[config.mk]
export PLATFORM = sky130hd
export DESIGN_NAME = clcd_cmd_arbiter
export DESIGN_NICKNAME = d
export VERILOG_FILES = /design/src/rtl/clcd_cmd_arbiter.sv
export SDC_FILE = /design/constraint.sdc
export NUM_CORES = 1
export LEC_CHECK = 0
export ABC_CLOCK_PERIOD_IN_PS = 2300
export CAP_MARGIN = 20
export CORE_MARGIN = 10
export CORE_UTILIZATION = 57
export CTS_BUF_LIST = sky130_fd_sc_hd__clkbuf_2
export DETAILED_ROUTE_END_ITERATION = 12
export PLACE_DENSITY = 0.78
export SLEW_MARGIN = 20
export SYNTH_ARGS = -nofsm -noshare
export SYNTH_HDL_FRONTEND = slang
export SYNTH_SLANG_ARGS = --single-unit
[constraint.sdc]
create_clock -name clk -period 2.3 [get_ports clk]
set_input_delay 0.23 -clock clk [delete_from_list [all_inputs] [get_ports clk]]
set_output_delay 0.23 -clock clk [all_outputs]
set_load 0.01 [all_outputs]
[src/rtl/clcd_cmd_arbiter.sv]
// N-channel command arbiter for the CLCD command path: one FIFO per channel, fixed-priority or
// round-robin selection, one command in flight on the downstream valid/busy port at a time.
module clcd_cmd_arbiter #(
    parameter int unsigned N_CH         = 2,
    parameter int unsigned DEPTH        = 4,
    parameter int unsigned MODE         = 0,
    parameter int unsigned BUSY_TIMEOUT = 255
) (
    input  logic              clk,
    input  logic              reset_p,
    input  logic [N_CH-1:0]   i_valid,
    input  logic [8*N_CH-1:0] i_data,
    input  logic [N_CH-1:0]   i_RS,
    input  logic [N_CH-1:0]   i_RW,
    output logic [N_CH-1:0]   o_full,
    output logic [N_CH-1:0]   o_empty,
    output logic [N_CH-1:0]   o_ovf,
    output logic              o_valid,
    output logic [7:0]        o_data,
    output logic              o_RS,
    output logic              o_RW,
    input  logic              i_busy,
    output logic [N_CH-1:0]   o_grant,
    output logic              o_idle
);
    localparam int unsigned AW = $clog2(DEPTH);
    localparam int unsigned PW = AW + 1;
    localparam int unsigned WW = $clog2(N_CH);
    localparam int unsigned CW = (BUSY_TIMEOUT < 1) ? 1 : $clog2(BUSY_TIMEOUT + 1);

    typedef enum logic [1:0] {StIdle, StIssue, StWaitBusy, StWaitDone} state_e;

    logic [PW-1:0] wr_ptr_q [N_CH];
    logic [PW-1:0] rd_ptr_q [N_CH];
    logic [9:0]    mem_q    [N_CH][DEPTH];
    logic [N_CH-1:0] full;
    logic [N_CH-1:0] empty;

    state_e        state_q;
    logic [CW-1:0] cnt_q;
    logic [WW-1:0] rr_q;
    logic [WW-1:0] cand;
    logic [WW-1:0] win_idx;
    logic          win_found;
    logic          pop;
    logic [9:0]    head;

    always_comb begin
        for (int k = 0; k < N_CH; k++) begin
            empty[k] = (wr_ptr_q[k] == rd_ptr_q[k]);
            full[k]  = (wr_ptr_q[k][AW-1:0] == rd_ptr_q[k][AW-1:0]) &&
                       (wr_ptr_q[k][AW] != rd_ptr_q[k][AW]);
        end
    end

    assign o_full  = full;
    assign o_empty = empty;
    assign o_idle  = (&empty) && (state_q == StIdle);

    // Walk the search order backwards so the last hit is the first candidate in priority order.
    always_comb begin
        cand      = '0;
        win_idx   = '0;
        win_found = 1'b0;
        for (int unsigned i = N_CH; i >= 1; i--) begin
            cand = (MODE == 0) ? WW'(i - 1) : WW'((32'(rr_q) + i) % N_CH);
            if (!empty[cand]) begin
                win_found = 1'b1;
                win_idx   = cand;
            end
        end
    end

    assign pop  = (state_q == StIdle) && win_found && !i_busy;
    assign head = mem_q[win_idx][rd_ptr_q[win_idx][AW-1:0]];

    always_ff @(posedge clk) begin
        if (reset_p) begin
            for (int k = 0; k < N_CH; k++) begin
                wr_ptr_q[k] <= '0;
                rd_ptr_q[k] <= '0;
            end
            o_ovf <= '0;
        end else begin
            for (int k = 0; k < N_CH; k++) begin
                if (i_valid[k]) begin
                    if (full[k]) begin
                        o_ovf[k] <= 1'b1;
                    end else begin
                        wr_ptr_q[k] <= wr_ptr_q[k] + PW'(1);
                    end
                end
                if (pop && (win_idx == WW'(k))) begin
                    rd_ptr_q[k] <= rd_ptr_q[k] + PW'(1);
                end
            end
        end
    end

    always_ff @(posedge clk) begin
        for (int k = 0; k < N_CH; k++) begin
            if (i_valid[k] && !full[k]) begin
                mem_q[k][wr_ptr_q[k][AW-1:0]] <= {i_RS[k], i_RW[k], i_data[8*k +: 8]};
            end
        end
    end

    always_ff @(posedge clk) begin
        if (reset_p) begin
            state_q <= StIdle;
            cnt_q   <= '0;
            rr_q    <= WW'(N_CH - 1);
            o_valid <= 1'b0;
            o_data  <= '0;
            o_RS    <= 1'b0;
            o_RW    <= 1'b0;
            o_grant <= '0;
        end else begin
            o_valid <= 1'b0;
            unique case (state_q)
                StIdle: begin
                    if (pop) begin
                        {o_RS, o_RW, o_data} <= head;
                        o_grant <= N_CH'(1) << win_idx;
                        if (MODE != 0) begin
                            rr_q <= win_idx;
                        end
                        o_valid <= 1'b1;
                        state_q <= StIssue;
                    end
                end
                StIssue: begin
                    cnt_q   <= '0;
                    state_q <= StWaitBusy;
                end
                StWaitBusy: begin
                    // A downstream that never raises busy must not wedge the queue.
                    if (i_busy) begin
                        state_q <= StWaitDone;
                    end else if (cnt_q == CW'(BUSY_TIMEOUT)) begin
                        state_q <= StIdle;
                        o_grant <= '0;
                    end else begin
                        cnt_q <= cnt_q + CW'(1);
                    end
                end
                StWaitDone: begin
                    if (!i_busy) begin
                        state_q <= StIdle;
                        o_grant <= '0;
                    end
                end
                default: state_q <= StIdle;
            endcase
        end
    end

endmodule
==> results.toml <==
[run_status]
status = "complete, no violations"

[route]
drt.antenna.violating_nets = 0
drtIter0Drc = 224
post_drt_via_cell_ratio = 5.739
detailroute.via_count = 2990
drt-total-wl_um = 9902
avgRoutedWirePerCell_um = 19.01
drc_viols = 0
detailed_routing_iteration_count_for_the_pre_antenna_repair_pass = 5

[setup_path]
cpPeakStageDelay_ps = 480
crit_path_end = "o_idle"
r2r-start = "rd_ptr_q[1][1]"
timing.reg2reg.worst_path_depth = 6
crit-reg2reg-capture = "mem_q[1][0]"
worstPathArrival_ps = 1920
cp-startpoint = "rd_ptr_q[0][1]"
type_of_the_worst_setup_path = "flip-flop to output port"
worst_ep_required_time_ps = 2070
critical_path.max_fanout = 4
timing.critical_path.cells = "xnor2_2 -> nand3_2 -> inv_2 -> and3_4 -> buf_4"
timing.critical_path.from_type = "flip-flop"
endpoint_kind = "output port"
r2r_setup_slack_ps = 240
timing.critical_path.slowest_stage_cell = "sky130_fd_sc_hd__edfxtp_1"

[worst_hold_path]
min_path_type = "primary input to flip-flop"

[final_layout]
insertedDiodeCount = 0
drive_above_1_share_pct = 24.04
finished_cell_area_mm2 = 0.005903
finish.net_count = 443
areaGrowthSynthToFinish_pct = 20.20

[die]
die_height_um = 112.8
number_of_top_level_pins = 45
dieArea_mm2 = 0.01273
num_rows = 33
design.core.area_mm2 = 0.008299
die-width_um = 112.8
initial_core_util_pct = 59.17

[sta]
timing.final.crit_period_ps = 2152
min_period_over_period_pct = 93.55
slew_headroom_pct = 65.49
worst_slew_pin_slew_ps = 516.1
fmaxAchievable_mhz = 464.8
timing_max_transition_violations_final = 0
timing.final.hold_violations = 0
finalHoldWorstSlack_ps = 210.3
worst_case_clock_skew_ps = 29.22
setup_viol = 0

[place]
detailed_place_hpwl_um = 6989
buffer_ports.inserted = 44
place.gp.congestion = 0.8590
place_area_mm2 = 0.005562

[clock_network]
cts.sinks = 117
tritoncts.num_buffers = 17
cts-root-buf = "sky130_fd_sc_hd__clkbuf_2"
clock_tree.htree_level_count = 4
tritoncts = "yes"
clk_latency_ps = 630
cts.reportedPaths.clkPinSlew_ps = 190
clock_tree.buffer_depth = 2

[grt]
grt_antenna_before_repair = 0
grt_overflow = 0
grt_pass1_wl_um = 16080
track_usage_pct = 16.20
grt_max_degree = 17
grt_pass1_vias = 3172

[yosys]
postSynthNetCount = 365
postSynthRegisterBits = 117
most_frequently_used_flop_master_after_synthesis = "sky130_fd_sc_hd__edfxtp_1"
postSynthAreaPerCell_um2 = 15.11
synth-seq-area-share_pct = 66.45
cell_variety_after_synth = 41
synth_cells = 325
syn-cell-area_mm2 = 0.004911
synth_edf_count = 92
synthesis.yosys.warnings = 0
post_synth_arst_share_pct = 0

[power_and_ir_drop]
p_leak_nw = 2.134
worst_ir_drop_vdd_uv = 639.9
power_density_mw_per_mm2 = 1040

[run]
max_cap_viol_count = 0
## timing repair
action	4_1_cts	5_1_grt
gates cloned	0	0
setup buffers	5	5
resized for setup	12	8
pin swaps	2	5
hold buffers	0	0
endpoints found under the setup margin	5	1
## flip-flops by register name, summed over array words and instances, names as in the netlist
signal and cells:
cnt_q 8, mem_q 80, o_RS 1, o_RW 1, o_data 8, o_grant 2, o_ovf 2, o_valid 1
rd_ptr_q 6, state_q 2, wr_ptr_q 6
## final cells by class
cell class | instances | area, µm²
flip-flops and latches | 117 | 3263
clock inverters | 12 | 131.4
repair buffers | 73 | 643.1
fillers | 539 | 2396
multi-input cells | 184 | 1597
inverters | 10 | 37.54
clock buffers | 20 | 100.1
well taps | 105 | 131.4
## layout by cell type (no fill, tap or decap), types with 8 or more instances in the layout
cell type / n
sky130_fd_sc_hd__edfxtp_1: 92
sky130_fd_sc_hd__clkdlybuf4s50_1: 39
sky130_fd_sc_hd__ha_1: 15
sky130_fd_sc_hd__and2_1: 10
sky130_fd_sc_hd__a211oi_1: 10
sky130_fd_sc_hd__dfxtp_1: 25
sky130_fd_sc_hd__mux4_2: 20
sky130_fd_sc_hd__a21oi_1: 15
sky130_fd_sc_hd__clkbuf_2: 22
sky130_fd_sc_hd__nor2_1: 32
sky130_fd_sc_hd__nand2_1: 15
sky130_fd_sc_hd__inv_1: 8
sky130_fd_sc_hd__nor3_1: 8
sky130_fd_sc_hd__buf_4: 30
## worst min path at each step
stage                          start           end  slack (ps)  cells past startpoint
final                     i_valid[1]      o_ovf[1]         210                      3
after global routing      i_data[10]  mem_q[1][12]         120                      1
after CTS                 i_data[10]  mem_q[1][12]         160                      1
after detailed placement  o_grant[1]    o_grant[1]         460                      2
after global placement      o_ovf[1]      o_ovf[1]         450                      2
after floorplan            i_data[0]   mem_q[0][0]         330                      0
## metal layers
metal  wire, µm  vias to the layer above  global-route usage [%]
li1           -                     1392                       -
met1       3954                     1486                   18.51
met2       5137                       95                   27.04
met3        607                       17                   6.233
met4        203                        0                   6.007
met5          0                        -                       0
## power breakdown
group | total (W) | switching, W | internal [W]
clock | 0.00127 | 0.000763 | 0.000509
sequential | 0.00283 | 0.000179 | 0.00266
combinational | 0.00203 | 0.00107 | 0.000962
## synthesized netlist by cell type (2+ instances only)
cell type	instances	area (µm²)
sky130_fd_sc_hd__edfxtp_1	92	2763
sky130_fd_sc_hd__nor2_1	32	120.1
sky130_fd_sc_hd__dfxtp_1	25	500.5
sky130_fd_sc_hd__mux4_2	20	450.4
sky130_fd_sc_hd__a21oi_1	15	75.07
sky130_fd_sc_hd__ha_1	15	187.7
sky130_fd_sc_hd__nand2_1	15	56.30
sky130_fd_sc_hd__a211oi_1	10	75.07
sky130_fd_sc_hd__and2_1	10	62.56
sky130_fd_sc_hd__xnor2_1	10	87.58
sky130_fd_sc_hd__clkbuf_1	8	30.03
sky130_fd_sc_hd__inv_1	8	30.03
sky130_fd_sc_hd__nor3_1	8	40.04
sky130_fd_sc_hd__xor2_1	6	52.55
sky130_fd_sc_hd__nor2b_1	5	31.28
sky130_fd_sc_hd__and3_1	4	25.02
sky130_fd_sc_hd__buf_2	3	15.01
sky130_fd_sc_hd__mux2i_1	3	30.03
sky130_fd_sc_hd__nand2b_1	3	18.77
sky130_fd_sc_hd__o2111ai_1	3	26.28
sky130_fd_sc_hd__o21ai_0	3	15.01
sky130_fd_sc_hd__or2_2	3	18.77
sky130_fd_sc_hd__a21o_1	2	15.01
sky130_fd_sc_hd__and3b_1	2	17.52
sky130_fd_sc_hd__buf_1	2	7.510
sky130_fd_sc_hd__inv_2	2	7.510
sky130_fd_sc_hd__nand3_2	2	20.02
## critical path, delay by kind of cell (launching register included)
kind          cells  cell delay, ps
simple gates      2             350
buf+inv           2             240
xor+xnor          1             220
flops             1             480
## metrics by stage
stage	setup TNS [ps]	util, %	cells	worst slack, ps	total power, W
2_1_floorplan	0	-	325	509.7	0.004044
3_3_place_gp	0	67.01	479	380.8	0.004739
3_5_place_dp	0	67.01	479	291.9	0.004815
4_1_cts	-27.09	70.78	516	-27.09	0.006133
5_1_grt	-8.804	71.13	521	-8.804	0.006470
6_report	0	71.13	521	148.5	0.006140
## cells by family after synthesis
group,share of synthesized area [%]
buf+inv,2.064
fa+ha+maj,3.822
simple gates,9.223
compound gates,5.809
flops,66.45
xor+xnor,2.853
mux,9.783
Note: power is estimated with default switching activity, not from simulation.
